[src/rtl/mem_stage_hs.sv]
// rtl/mem_stage_hs.sv - handshaked EX->WB memory stage driving a split-transaction data SRAM port
// Holds one instruction; issues at most one request and drains a late response after flush.
module mem_stage_hs #(
  parameter int PC_W   = 32,
  parameter int RF_AW  = 5,
  parameter int ADDR_W = 32
) (
  input  logic              clk,
  input  logic              rst,
  input  logic              flush,
  input  logic              ex_valid,
  output logic              ex_ready,
  input  logic [PC_W-1:0]   ex_pc,
  input  logic [3:0]        ex_mop,
  input  logic [ADDR_W-1:0] ex_addr,
  input  logic [31:0]       ex_wdata,
  input  logic              ex_rf_we,
  input  logic [RF_AW-1:0]  ex_rf_waddr,
  input  logic [31:0]       ex_result,
  output logic              data_req,
  output logic              data_wr,
  output logic [1:0]        data_size,
  output logic [3:0]        data_wstrb,
  output logic [ADDR_W-1:0] data_addr,
  output logic [31:0]       data_wdata,
  input  logic              data_addr_ok,
  input  logic              data_data_ok,
  input  logic [31:0]       data_rdata,
  output logic              wb_valid,
  input  logic              wb_ready,
  output logic [PC_W-1:0]   wb_pc,
  output logic              wb_rf_we,
  output logic [RF_AW-1:0]  wb_rf_waddr,
  output logic [31:0]       wb_rf_wdata,
  output logic              wb_exc_ale,
  output logic              fwd_we,
  output logic [RF_AW-1:0]  fwd_waddr,
  output logic [31:0]       fwd_wdata,
  output logic              fwd_pending
);
  typedef enum logic [2:0] {S_IDLE, S_REQ, S_WAIT, S_DONE, S_DRAIN} state_t;

  state_t state_q, state_d;
  logic [PC_W-1:0]   pc_q;
  logic [3:0]        mop_q;
  logic [ADDR_W-1:0] addr_q;
  logic [31:0]       wdata_q, res_q;
  logic [3:0]        wstrb_q;
  logic [1:0]        size_q;
  logic              wr_q, load_q, rf_we_q, ale_q;
  logic [RF_AW-1:0]  waddr_q;

  logic        dec_load, dec_store, dec_mem, dec_mis;
  logic [1:0]  dec_size;
  logic [3:0]  dec_wstrb;
  logic [31:0] dec_wdata, shifted, ld_val;
  logic        accept, resp_done, capture;

  always_comb begin
    dec_load  = 1'b0;
    dec_store = 1'b0;
    dec_size  = 2'd0;
    case (ex_mop)
      4'd1, 4'd2: begin dec_load = 1'b1;  dec_size = 2'd0; end
      4'd3, 4'd4: begin dec_load = 1'b1;  dec_size = 2'd1; end
      4'd5:       begin dec_load = 1'b1;  dec_size = 2'd2; end
      4'd6:       begin dec_store = 1'b1; dec_size = 2'd0; end
      4'd7:       begin dec_store = 1'b1; dec_size = 2'd1; end
      4'd8:       begin dec_store = 1'b1; dec_size = 2'd2; end
      default:    ;
    endcase
    dec_mem = dec_load | dec_store;
    dec_mis = dec_mem && ((dec_size == 2'd1 && ex_addr[0]) ||
                          (dec_size == 2'd2 && ex_addr[1:0] != 2'b00));
    dec_wstrb = 4'b0000;
    if (dec_store) begin
      case (dec_size)
        2'd0:    dec_wstrb = 4'b0001 << ex_addr[1:0];
        2'd1:    dec_wstrb = 4'b0011 << ex_addr[1:0];
        default: dec_wstrb = 4'b1111;
      endcase
    end
    case (dec_size)
      2'd0:    dec_wdata = {4{ex_wdata[7:0]}};
      2'd1:    dec_wdata = {2{ex_wdata[15:0]}};
      default: dec_wdata = ex_wdata;
    endcase
  end

  always_comb begin
    shifted = data_rdata >> {addr_q[1:0], 3'b000};
    case (mop_q)
      4'd1:    ld_val = {{24{shifted[7]}}, shifted[7:0]};
      4'd2:    ld_val = {24'd0, shifted[7:0]};
      4'd3:    ld_val = {{16{shifted[15]}}, shifted[15:0]};
      4'd4:    ld_val = {16'd0, shifted[15:0]};
      default: ld_val = shifted;
    endcase
  end

  assign accept    = ex_valid & ex_ready;
  // A response in REQ only counts when it rides along with addr_ok.
  assign resp_done = data_data_ok &&
                     (state_q == S_WAIT || (state_q == S_REQ && data_addr_ok));
  assign capture   = resp_done & load_q & ~flush;

  always_ff @(posedge clk) begin
    if (rst) begin
      state_q <= S_IDLE;
      pc_q    <= '0;
      mop_q   <= '0;
      addr_q  <= '0;
      wdata_q <= '0;
      res_q   <= '0;
      wstrb_q <= '0;
      size_q  <= '0;
      wr_q    <= 1'b0;
      load_q  <= 1'b0;
      rf_we_q <= 1'b0;
      ale_q   <= 1'b0;
      waddr_q <= '0;
    end else begin
      state_q <= state_d;
      if (accept) begin
        pc_q    <= ex_pc;
        mop_q   <= ex_mop;
        addr_q  <= ex_addr;
        wdata_q <= dec_wdata;
        res_q   <= ex_result;
        wstrb_q <= dec_wstrb;
        size_q  <= dec_size;
        wr_q    <= dec_store;
        load_q  <= dec_load;
        rf_we_q <= ex_rf_we & ~dec_store & ~dec_mis;
        ale_q   <= dec_mis;
        waddr_q <= ex_rf_waddr;
      end else if (capture) begin
        res_q <= ld_val;
      end
    end
  end

  always_comb begin
    state_d = state_q;
    case (state_q)
      S_IDLE, S_DONE: begin
        if (flush) state_d = S_IDLE;
        else if (accept) state_d = (!dec_mem || dec_mis) ? S_DONE : S_REQ;
        else if (state_q == S_DONE && wb_ready) state_d = S_IDLE;
      end
      S_REQ: begin
        if (flush) state_d = (!data_addr_ok || data_data_ok) ? S_IDLE : S_DRAIN;
        else if (data_addr_ok) state_d = data_data_ok ? S_DONE : S_WAIT;
      end
      S_WAIT: begin
        if (flush) state_d = data_data_ok ? S_IDLE : S_DRAIN;
        else if (data_data_ok) state_d = S_DONE;
      end
      S_DRAIN: if (data_data_ok) state_d = S_IDLE;
      default: state_d = S_IDLE;
    endcase
  end

  always_comb begin
    ex_ready    = ~flush && (state_q == S_IDLE || (state_q == S_DONE && wb_ready));
    data_req    = (state_q == S_REQ);
    data_wr     = data_req & wr_q;
    data_size   = data_req ? size_q : 2'd0;
    data_wstrb  = data_req ? wstrb_q : 4'd0;
    data_addr   = data_req ? addr_q : '0;
    data_wdata  = data_req ? wdata_q : 32'd0;
    wb_valid    = (state_q == S_DONE);
    wb_pc       = wb_valid ? pc_q : '0;
    wb_rf_we    = wb_valid & rf_we_q;
    wb_rf_waddr = wb_valid ? waddr_q : '0;
    wb_rf_wdata = wb_valid ? res_q : 32'd0;
    wb_exc_ale  = wb_valid & ale_q;
    fwd_we      = wb_valid & rf_we_q;
    fwd_waddr   = waddr_q;
    fwd_wdata   = res_q;
    fwd_pending = (state_q == S_REQ || state_q == S_WAIT) & load_q & rf_we_q;
  end
endmodule

[config.mk]
export PLATFORM = sky130hd
export DESIGN_NAME = mem_stage_hs
export DESIGN_NICKNAME = d
export VERILOG_FILES = /design/src/rtl/mem_stage_hs.sv
export SDC_FILE = /design/constraint.sdc
export NUM_CORES = 1
export LEC_CHECK = 0
export ABC_CLOCK_PERIOD_IN_PS = 1600
export BUFFER_PORTS_ARGS = -buffer_cell sky130_fd_sc_hd__buf_2
export CAP_MARGIN = 20
export CORE_ASPECT_RATIO = 0.8
export CORE_MARGIN = 3
export CORE_UTILIZATION = 35
export DETAILED_ROUTE_END_ITERATION = 8
export PLACE_DENSITY = 0.72
export SLEW_MARGIN = 20
export SYNTH_ARGS = -nofsm -noshare
export SYNTH_HDL_FRONTEND = slang
export SYNTH_SLANG_ARGS = --single-unit
export TNS_END_PERCENT = 20
[constraint.sdc]
create_clock -name clk -period 1.6 [get_ports clk]
set_input_delay 0.32 -clock clk [delete_from_list [all_inputs] [get_ports clk]]
set_output_delay 0.32 -clock clk [all_outputs]
set_load 0.02 [all_outputs]
==> metrics, run 1 <==
worst clock skew between 0.01 and 0.015 ns; number of placement rows between 40 and 50; area of the core region around 21000 um^2; number of enable-type register cells in the synthesized netlist 0; post-detailed-routing wire length 29.2 mm; grt ovf 0; transition time of the tightest slew-check pin 0.793 ns; type of origin of the critical path flop; DR pass1 iterations 5; via count normalized by instance count 5.18; path type of the worst min-delay path input pin to flop; worst-skew pair later-pin latency approximately 0.4 ns; highest achievable clock rate 0.506 GHz; final standard cell area without fillers 12000 um^2; nets around 1500; final setup fails approximately 290; share of the yosys chip area belonging to registers between 30% and 40%; critical path start-end classification flop to output port; post-placement setup slack -0.335 ns; data arrival time at the worst-slack endpoint between 1.5 and 2 ns; most frequent cells in the layout buf_2 (212), nand2_1 (207), buf_6 (148); worst setup margin -0.376 ns; cell leakage power about 5.3 nW; vias in the first global route roughly 8000; data required time of the worst path between 1 and 1.5 ns; post-route worst hold slack between 0.1 and 0.15 ns; via count of the routed design roughly 8500; Residual DRC 0; Synth warnings 0; Max Fanout on Critical Path 5; library cells used by synthesis 58; Max Buffers Root-to-Sink 2; unrepaired setup endpoints after global routing true; root cell of the clock tree clkbuf_16; routability congestion estimate between 0.9 and 1; synthesized area divided by synthesized cell count between 7 and 8 um^2; #FFs+latches synth 150; DP HPWL ~20 mm; average wire per standard cell 17.8 um; Final Power roughly 10 mW; failing checks negative setup slack; remaining number of nets flagged by the antenna check after routing 0; port buffer count 360; final cell count without fillers approximately 1600; register clock-pin slew on the reported worst setup and hold paths roughly 0.070 ns; initial core utilization a little over a third; area growth from synthesis to layout 59.5%; final hold vios 0; initial detailed-routing violation count 491; all-layer global routing usage 23.8%; Die Y roughly 140 um; CTS Hold Bufs 0; post-synthesis async set-or-reset flop share 0%; VDD IR-drop max 0.000476 V; Sinks on Clock Net 150; H-tree levels 4; final cycle utilization of the critical path 123%; number of pins with negative max-slew slack in the final report 0; synthesized netlist net count around 1200; ratio of total power to cell area approximately 830 nW/um^2; largest net degree at the start of global routing 55; netlist area before placement roughly 7500 um^2; status finished, violations left; width of the chip 170 um; cell count after synthesis around 970; instance count after placement with tap cells included 1598; IO Pins roughly 360; minimum clock period 1.98 ns; number of antenna violations at the first check in global routing 2; leading register cell type out of synthesis dfxtp_1; Cell Area, Placed 10000 um^2; number of buffers added by the clock tree synthesis step 17; filler cell count 1859; final setup TNS -57.33 ns; clock tree from TritonCTS yes; Max-Cap Viols 0; Rel. slew slack 46.9%; kind of capture point of the worst setup path output port; utilization of the core after routing 57.4%; ratio of cells with drive above 1 in the final layout ~44%; wire length of the first global-routing pass between 40 and 50 mm; die outline area ~23000 um^2; most frequent standard cell in the layout excluding fill and tap cells buf_2
final timing paths:
check	startpoint	end	slack [ns]	cells past startpoint
hold reg to reg	pc_q[7]	pc_q[7]	0.45	2
setup reg to reg	state_q[0]	fwd_wdata[31]	-0.26	7
hold / removal	ex_addr[18]	addr_q[18]	0.13	3
setup / recovery	state_q[0]	fwd_pending	-0.38	5
layout make-up:
class	count	area (um^2)	share of cell area (%)
Timing Repair Buffer	447	3600	30.0
Multi-Input combinational cell	734	4460	37.2
Antenna cell	1	2.50	0.0209
Clock buffer	20	437	3.64
Inverter	7	28.8	0.240
Tap cell	269	337	2.81
Sequential cell	150	3020	25.2
Clock inverter	11	103	0.856
sequential cells by signal (all words and copies together) (netlist names):
register and count:
addr_q 32, pc_q 32, wdata_q 32, fwd_waddr 5, wr_q 1, load_q 1
fwd_wdata 32, state_q 3, mop_q 4, ale_q 1, rf_we_q 1, wstrb_q 4
size_q 2
logic make-up (layout without fill, tap and decap cells):
family	count (synthesis)	in the layout	share of synthesized area, %
DFF	150	150	40.0
and+or+nand+nor	437	437	28.2
other	0	1	0
buffers and inverters	89	485	5.35
AOI/OAI and AO/OA	267	267	22.2
muxes	28	28	4.05
xor gates and xnor gates	2	2	0.233
critical path, cell delays in order (launching register included):
cell	delay, ns
dfxtp_4	0.36
buf_4	0.10
and2b_2	0.23
buf_6	0.12
o2111a_2	0.29
buf_6	0.14
metal layers:
layer,GRT usage [%],share of wire [%],up-vias
met3,6.84,7.9,33
li1,-,-,4073
met2,41.1,50,360
met4,6.77,2.0,2
met1,28.8,40,4024
met5,0,0.024,-
what timing repair did:
action,in CTS,in global routing
gates resized for setup,343,85
setup buffers,10,0
cloned,4,0
pin swaps,15,34
endpoints found under the setup margin,296,296
power breakdown:
part | switching (mW) | internal [mW]
combinational | 1.13 | 0.902
clock | 1.68 | 2.14
sequential | 0.162 | 3.97
synthesized netlist by cell type, drive strengths merged, types with 5 or more instances:
library cell,instances,area (um^2)
a211oi,22,165
a21o,8,60.1
a21oi,131,663
a221oi,15,138
a22o,8,70.1
a31oi,8,50.1
and2,144,903
buf,34,195
clkbuf,48,180
dfxtp,150,3000
inv,7,26.3
mux2i,24,240
nand2,210,791
nor2,44,170
nor2b,9,56.3
nor3,12,60.1
o21a,5,37.5
o21ai,46,234
o221ai,9,78.8
No activity file was read; power rests on OpenSTA's default activity.
==> run 2, diff against run 1 <==
- CORE_UTILIZATION: 35 -> 42
- PLACE_DENSITY: 0.72 -> 0.83
==> metrics, run 2 (synthesis results as in run 1) <==
status finished, violations left; failing checks negative setup slack; Sinks on Clock Net 150; Final Power between 10 and 15 mW; utilization of the core after routing between 70% and 80%; post-detailed-routing wire length around 32 mm; path type of the worst min-delay path input pin to flop; critical path start-end classification flop to output port; filler cell count roughly 1200; highest achievable clock rate roughly 0.48 GHz; initial core utilization a little over two fifths; final setup fails approximately 290; worst-path cell chain buf_6 > inv_4 > and3_4 > buf_8 > buf_12 > buf_16 > and2_4 > buf_6; type of origin of the critical path flop; transition time of the tightest slew-check pin 0.819 ns; ratio of cells with drive above 1 in the final layout between 40% and 50%; routability congestion estimate slightly above 0.9; Top Family by Delay on Critical Path buffers and inverters; cell leakage power approximately 5.6 nW; Max Fanout on Critical Path 4; post-route worst hold slack between 0.1 and 0.15 ns; data arrival time at the worst-slack endpoint 1.78 ns; clock tree from TritonCTS yes; Rel. slew slack between 40% and 50%; worst-skew pair later-pin latency approximately 0.42 ns; Die Y ~130 um; register clock-pin slew on the reported worst setup and hold paths roughly 0.070 ns; kind of capture point of the worst setup path output port; DR pass1 iterations 6; via count normalized by instance count 5.59; CP max stage cell dfxtp_4; area of the core region 17400 um^2; DP HPWL about 20 mm; minimum clock period 2.10 ns; Residual DRC 0; largest net degree at the start of global routing 46; width of the chip approximately 160 um; Max Buffers Root-to-Sink 2; most frequent standard cell in the layout excluding fill and tap cells buf_2; vias in the first global route between 8000 and 9000; switching part of the total 29.7%; Max-Cap Viols 0; CTS Hold Bufs 0; number of antenna violations at the first check in global routing 0; die outline area 19500 um^2; via count of the routed design ~9000; remaining number of nets flagged by the antenna check after routing 0; initial detailed-routing violation count approximately 700; grt ovf 0; number of buffers added by the clock tree synthesis step 17; most frequent cells in the layout buf_2 (213), nand2_1 (207), buf_6 (157); average wire per standard cell 20.0 um; data required time of the worst path roughly 1.3 ns; Worst Path Buf+Inv 6; VDD IR-drop max slightly below 0.0007 V; internal power contribution 7.35 mW; peak per-stage delay on the critical path roughly 0.35 ns; worst setup margin -0.499 ns; final cycle utilization of the critical path 131%; IO Pins around 360; most prevalent standard cell on the critical path buf_6; number of pins with negative max-slew slack in the final report 0; wire length of the first global-routing pass about 48 mm; fraction of power consumed by combinational cells a little over a fifth; worst clock skew between 0.01 and 0.015 ns; switching pwr between 3 and 4 mW; H-tree levels 4; root cell of the clock tree clkbuf_16; ratio of total power to cell area 834 nW/um^2; all-layer global routing usage 31.0%; nets approximately 1600; number of placement rows 43; port buffer count between 300 and 400; Sequential Power Share between 30% and 40%; Clock power frac about two fifths; final hold vios 0; unrepaired setup endpoints after global routing true; area growth from synthesis to layout 67.1%
## run 2: changes by cell type in the layout (fill, tap and decap cells not counted), moves of 9 or more
cell     previous run  this run
a21oi_1           118       128
a21oi_2            13         3
and2_1             68        31
and2_4             70       113
buf_16              2        11
buf_4              70        54
buf_6             148       157
## run 2: cell type report
cell class / instances / area, um^2 / area share, %
well taps: 225 / 282 / 2.24
clock buffers: 18 / 439 / 3.50
diodes: 1 / 2.50 / 0.0199
clock inverters: 14 / 161 / 1.29
flip-flops and latches: 150 / 3010 / 24.0
repair buffers: 464 / 4120 / 32.8
multi-input cells: 734 / 4500 / 35.9
inverters: 7 / 28.8 / 0.229
## run 2: worst min-delay path: stages
cell,delay (ns)
buf_2,0.09
nand2_1,0.04
a21oi_1,0.05
## run 2: metrics by stage
stage	std cells	area (um^2)	setup slack, ns	TNS (ns)
after detailed placement	1547	9980	-0.239	-29.85
after global placement	1547	9980	-0.186	-24.81
after global routing	1612	12600	-0.553	-111.01
final	1613	12600	-0.499	-85.85
after floorplan	973	7550	-0.123	-3.43
after CTS	1608	12300	-0.512	-82.53
## run 2: metal layers
metal,wire [um],global-route usage (%),up-vias
met5,0,0,-
met4,1210,12.3,0
met3,3150,7.59,106
met2,16000,53.5,568
met1,12000,37.2,4213
li1,-,-,4133
## run 2: path summary, 6_finish.rpt
kind	start	endpoint	slack, ns	cells after the start
setup / recovery	state_q[2]	wb_rf_wdata[15]	-0.50	8
hold / removal	ex_addr[26]	addr_q[26]	0.13	3
setup reg to reg	state_q[0]	wdata_q[22]	-0.34	8
hold reg to reg	addr_q[22]	addr_q[22]	0.45	2
## run 2: power groups by stage
| stage | combinational (mW) | sequential, mW | clock [mW] |
|---|---|---|---|
| after detailed placement | 1.80 | 4.20 | 0 |
| after global placement | 1.76 | 4.19 | 0 |
| after global routing | 2.36 | 4.17 | 4.33 |
| after floorplan | 0.954 | 4.23 | 0 |
| final | 2.20 | 4.15 | 4.12 |
| after CTS | 2.08 | 4.13 | 4.17 |
## run 2: timing repair
| action | 4_1_cts | 5_1_grt |
|---|---|---|
| gates resized for setup | 425 | 44 |
| setup endpoints to repair | 289 | 296 |
| gates cloned | 12 | 6 |
| buffers inserted | 17 | 0 |
| pin swaps | 64 | 26 |
